[config.mk]
export PLATFORM = sky130hd
export DESIGN_NAME = irq_ctrl
export DESIGN_NICKNAME = d
export VERILOG_FILES = /design/src/rtl/irq_ctrl_pkg.sv /design/src/rtl/irq_prio_enc.sv /design/src/rtl/irq_sync.sv /design/src/rtl/irq_ctrl.sv
export SDC_FILE = /design/constraint.sdc
export NUM_CORES = 1
export LEC_CHECK = 0
export BUFFER_PORTS_ARGS = -buffer_cell sky130_fd_sc_hd__buf_2
export CAP_MARGIN = 20
export CORE_ASPECT_RATIO = 1.75
export CORE_UTILIZATION = 32
export DETAILED_ROUTE_END_ITERATION = 8
export GPL_TIMING_DRIVEN = 0
export SKIP_CTS_REPAIR_TIMING = 1
export SYNTH_ARGS = -nofsm -noshare
export SYNTH_HDL_FRONTEND = slang
export SYNTH_SLANG_ARGS = --single-unit
[constraint.sdc]
create_clock -name clk -period 3.7 [get_ports clk]
set_input_delay 0.185 -clock clk [delete_from_list [all_inputs] [get_ports clk]]
set_output_delay 0.185 -clock clk [all_outputs]
set_load 0.02 [all_outputs]
[src/rtl/irq_ctrl_pkg.sv]
// irq_ctrl_pkg: shared state/mode encodings and ID width helper for the interrupt controller
package irq_ctrl_pkg;
  typedef enum logic {
    IRQ_STATE_IDLE = 1'b0,
    IRQ_STATE_BUSY = 1'b1
  } irq_state_e;
  localparam logic IRQ_MODE_LEVEL = 1'b0;
  localparam logic IRQ_MODE_EDGE  = 1'b1;
  function automatic int id_width(input int n);
    return n > 1 ? $clog2(n) : 1;
  endfunction
endpackage

[src/rtl/irq_prio_enc.sv]
// irq_prio_enc: lowest-index priority encoder with valid flag
module irq_prio_enc #(
  parameter int N    = 8,
  parameter int ID_W = 3
) (
  input  logic [N-1:0]    req,
  output logic [ID_W-1:0] id,
  output logic            valid
);
  // scan from the top so the lowest set index is written last
  always_comb begin
    id = '0;
    for (int i = N - 1; i >= 0; i--) if (req[i]) id = ID_W'(i);
  end
  assign valid = |req;
endmodule

[src/rtl/irq_sync.sv]
// irq_sync: multi-flop synchronizer for one asynchronous line, no reset
module irq_sync #(
  parameter int STAGES = 2
) (
  input  logic clk,
  input  logic d,
  output logic q
);
  logic [STAGES-1:0] sync_q;
  // shift the raw line through the metastability chain
  always_ff @(posedge clk) sync_q <= {sync_q[STAGES-2:0], d};
  assign q = sync_q[STAGES-1];
endmodule

[src/rtl/irq_ctrl.sv]
// irq_ctrl: N-channel edge/level interrupt controller with claim/complete handshake
module irq_ctrl
  import irq_ctrl_pkg::*;
#(
  parameter int N_IRQ = 8,
  parameter int SYNC_STAGES = 2,
  localparam int ID_W = id_width(N_IRQ)
) (
  input  logic             clk,
  input  logic             rst_n,
  input  logic [N_IRQ-1:0] irq,
  input  logic [N_IRQ-1:0] irq_enable,
  input  logic [N_IRQ-1:0] irq_edge_mode,
  input  logic             claim,
  input  logic             complete,
  output logic             irq_req,
  output logic [ID_W-1:0]  irq_id,
  output logic [ID_W-1:0]  claimed_id,
  output logic             busy,
  output logic [N_IRQ-1:0] pending
);
  logic [N_IRQ-1:0] s, p_q, pend_q, pend_d, masked;
  logic [ID_W-1:0]  sel_id, claimed_id_q, claimed_id_d;
  logic             sel_valid, accept;
  irq_state_e       state_q, state_d;

  for (genvar i = 0; i < N_IRQ; i++) begin : g_sync
    irq_sync #(.STAGES(SYNC_STAGES)) u_sync (.clk(clk), .d(irq[i]), .q(s[i]));
  end

  assign masked = pend_q & irq_enable;

  irq_prio_enc #(.N(N_IRQ), .ID_W(ID_W)) u_enc (.req(masked), .id(sel_id), .valid(sel_valid));

  assign irq_req    = (state_q == IRQ_STATE_IDLE) && sel_valid;
  assign accept     = irq_req && claim;
  assign irq_id     = sel_id;
  assign claimed_id = claimed_id_q;
  assign busy       = state_q == IRQ_STATE_BUSY;
  assign pending    = pend_q;

  // edge channels set on a rising edge (beating a same-cycle claim clear); level channels track the line
  always_comb begin
    pend_d = pend_q;
    for (int i = 0; i < N_IRQ; i++)
      pend_d[i] = irq_edge_mode[i] == IRQ_MODE_EDGE
                ? (s[i] & ~p_q[i]) | (pend_q[i] & ~(accept && sel_id == ID_W'(i)))
                : s[i];
  end

  // claim only leaves IDLE when a request is shown; complete only leaves BUSY
  always_comb begin
    state_d      = state_q == IRQ_STATE_BUSY ? (complete ? IRQ_STATE_IDLE : IRQ_STATE_BUSY)
                                             : (accept ? IRQ_STATE_BUSY : IRQ_STATE_IDLE);
    claimed_id_d = accept ? sel_id : claimed_id_q;
  end

  // edge history, pending bits and handshake state
  always_ff @(posedge clk or negedge rst_n) begin
    if (!rst_n) begin
      p_q          <= '0;
      pend_q       <= '0;
      state_q      <= IRQ_STATE_IDLE;
      claimed_id_q <= '0;
    end else begin
      p_q          <= s;
      pend_q       <= pend_d;
      state_q      <= state_d;
      claimed_id_q <= claimed_id_d;
    end
  end
endmodule

==> qor.yml <==
ant_diodes: 0
gp_congestion: 0.796
period_needed_ns: 1.84
mappedNetlistArea_mm2: 0.00124
crit_path_max_incr_delay_ns: 0.43
grt_pass1_wl_mm: 4.20
htreeDepth: 2
grt_antenna_before_repair: 0
fp.dieArea_mm2: 0.00415
share_of_the_synthesized_area_in_compound_gates_ao_oa_aoi_oai_pct: 21.5
finalSetupTns_ns: 0
final_nets: 181
layout_cells_sized_above_1_pct: 38.3
timing.reg2reg.worst_path_depth: 4
setup_ws_ns: 1.86
power_leakage_nw: 0.781
hold_path.class: "in2reg"
coreArea_mm2: 0.00366
grt_pass1_vias: 936
cts.sinks: 36
synth_top_family_by_area: "compound AO/OA/AOI/OAI gates"
drt_first_iter_violations: 15
antenna_left: 0
drc: 0
clkSlewWorstSetupHoldPaths_ns: 0.06
synth.lib_cells_used.distinct: 26
cts_buffers: 5
total_count_of_max_transition_violations_in_the_final_report: 0
grt_start_max_net_pins: 21
worst_path_cell_trace: "a22o_2 -> a21oi_1 -> a21o_4 -> buf_2"
post_synth_inst_count: 95
drt-total-wl_mm: 2.63
synth.ff_latch_count: 36
dpl.hpwl_mm: 1.99
die_width_um: 49.1
tritoncts: "built"
route.detailed.wl_per_inst_um: 13.2
clock_latency_ns: 0.28
synth_xor_xnor_area_share_pct: 0
worst_clock_skew_ns: 0.00310
rsz0062_at_grt: "no"
ys_warn_count: 0
grt_overflow_total: 0
io_buffers: 43
floorplan.io_pins: 44
area_delta_synth_final_pct: 36.5
maxCapViolCount: 0
globalRouteTotalUtil_pct: 13.6
dp.cells: 184
routed-via-count: 961
critPathRequiredTime_ns: 3.51
crit_type: "reg2out"
tightest_pin_transition_ns: 0.440
fin_cells: 200
slew_headroom_pct: 69.9
yosys.area_share.simple_pct: 9.47
chipHeight_um: 84.4
std_cell_rows: 29
syn_avg_cell_area_um2: 13.1
max_freq_mhz: 544
start_util_pct: 33.9
crit_arrival_ns: 1.65
hold-path-cell-count: 1
synth_fa_ha_area_share_pct: 0
power.density_mw_per_mm2: 543
min_period_over_period_pct: 49.7
crit_path_start_kind: "register"
outcome: "completed"
detail_route.first_pass.iterations: 4
worst_ir_drop_vdd_uv: 321
finalHoldViolations: 0
synthesis.nets: 123
detail_route.vias_per_cell: 4.81
placement.setup.worst_slack_ns: 1.94
final-setup-viol-count: 0
clockBufferDepth: 2
synth.mux.area_fraction_pct: 2.72
crit_path_max_fanout: 6
clockRootBuffer: "sky130_fd_sc_hd__clkbuf_8"
slowest_stage: "sky130_fd_sc_hd__dfrtp_1"
endpoint_kind: "primary output"
ys_seq_area_share_pct: 66.1
==> metrics by stage <==
step | power [mW] | util (%) | cell area, um2 | hold WS, ns
6_report | 0.920 | 46.3 | 1700 | 0.0164
3_3_place_gp | 0.627 | 41.3 | 1520 | 0.161
4_1_cts | 0.927 | 44.1 | 1620 | -0.139
3_5_place_dp | 0.632 | 41.3 | 1520 | 0.168
5_1_grt | 0.968 | 46.3 | 1700 | 0.0116
2_1_floorplan | 0.561 | - | 1240 | -0.111
==> logic make-up (layout without fill, tap and decap cells) <==
group / Yosys count / count (layout)
flip-flops: 36 / 36
AO/OA/AOI/OAI: 32 / 32
AND/OR/NAND/NOR: 23 / 23
multiplexers: 3 / 3
buffers and inverters: 1 / 60
==> worst max-delay path: cells and delay by family (launching register included) <==
kind | cells | cell delay [ns]
DFF | 1 | 0.43
AOI/OAI and AO/OA | 3 | 0.78
buffers and inverters | 1 | 0.17
==> report_power, final <==
part	internal (mW)	switching (mW)	leakage (nW)
registers	0.427	0.0234	0.370
logic	0.0765	0.101	0.360
clock network	0.170	0.122	0.0515
total	0.673	0.246	0.781
==> registers in the layout, indices dropped and copies added (netlist names) <==
name                  flops
g_sync.u_sync.sync_q     16
p_q                       8
busy                      1
claimed_id                3
pending                   8
==> final timing paths <==
path                                            startpoint                    endpoint  slack [ns]
max in group asynchronous                            rst_n                  pending[1]        2.99
worst min register to register  g_sync[0].u_sync.sync_q[0]  g_sync[0].u_sync.sync_q[1]        0.33
min in group asynchronous                            rst_n                      p_q[3]        0.39
worst min-delay path                                irq[5]  g_sync[5].u_sync.sync_q[0]        0.02
worst max register to register                  pending[2]                  pending[4]        1.91
worst max-delay path                            pending[0]                   irq_id[0]        1.86
==> routing by layer <==
layer | track usage [%] | wire length (um) | vias up
li1 | - | - | 469
met1 | 15.3 | 1060 | 453
met2 | 22.7 | 1370 | 33
met3 | 3.99 | 135 | 6
met4 | 7.22 | 63 | 0
met5 | 0 | 0 | -
==> Yosys cell counts <==
cell type                    n  area [um2]
sky130_fd_sc_hd__a2111oi_0   1        8.76
sky130_fd_sc_hd__a211o_2     1        10.0
sky130_fd_sc_hd__a211oi_1    1        7.51
sky130_fd_sc_hd__a21boi_0    4        30.0
sky130_fd_sc_hd__a21o_1      2        15.0
sky130_fd_sc_hd__a21o_4      1        15.0
sky130_fd_sc_hd__a21oi_1     7        35.0
sky130_fd_sc_hd__a22o_1      3        26.3
sky130_fd_sc_hd__a22o_2      2        20.0
sky130_fd_sc_hd__a22oi_1     3        22.5
sky130_fd_sc_hd__a2bb2o_4    1        20.0
sky130_fd_sc_hd__a32o_1      4        40.0
sky130_fd_sc_hd__dfrtp_1    20         500
sky130_fd_sc_hd__dfxtp_1    16         320
sky130_fd_sc_hd__inv_1       1        3.75
sky130_fd_sc_hd__mux2_2      3        33.8
sky130_fd_sc_hd__nand2_1    12        45.0
sky130_fd_sc_hd__nand2b_1    1        6.26
sky130_fd_sc_hd__nand3_1     1        5.00
sky130_fd_sc_hd__nand4_1     1        6.26
sky130_fd_sc_hd__nor2_1      3        11.3
sky130_fd_sc_hd__nor2b_1     2        12.5
sky130_fd_sc_hd__nor3_1      2        10.0
sky130_fd_sc_hd__nor4_4      1        21.3
sky130_fd_sc_hd__o21ai_0     1        5.00
sky130_fd_sc_hd__o41a_1      1        11.3
==> final cells by class <==
type | count | area, um2
multi-input combinational | 58 | 418
timing repair buffer | 51 | 295
inverter | 1 | 3.75
clock buffer | 8 | 100
fill | 357 | 1970
sequential | 36 | 821
tap | 46 | 57.6
==> placed cells by master (no fill, tap or decap), types with 4 or more instances in the layout <==
master                          count
sky130_fd_sc_hd__dlygate4sd3_1      8
sky130_fd_sc_hd__nand2_1           12
sky130_fd_sc_hd__dfxtp_1           16
sky130_fd_sc_hd__buf_2             43
sky130_fd_sc_hd__clkbuf_8           7
sky130_fd_sc_hd__a21boi_0           4
sky130_fd_sc_hd__a21oi_1            7
sky130_fd_sc_hd__a32o_1             4
sky130_fd_sc_hd__dfrtp_1           20
Note: power is estimated with default switching activity, not from simulation.
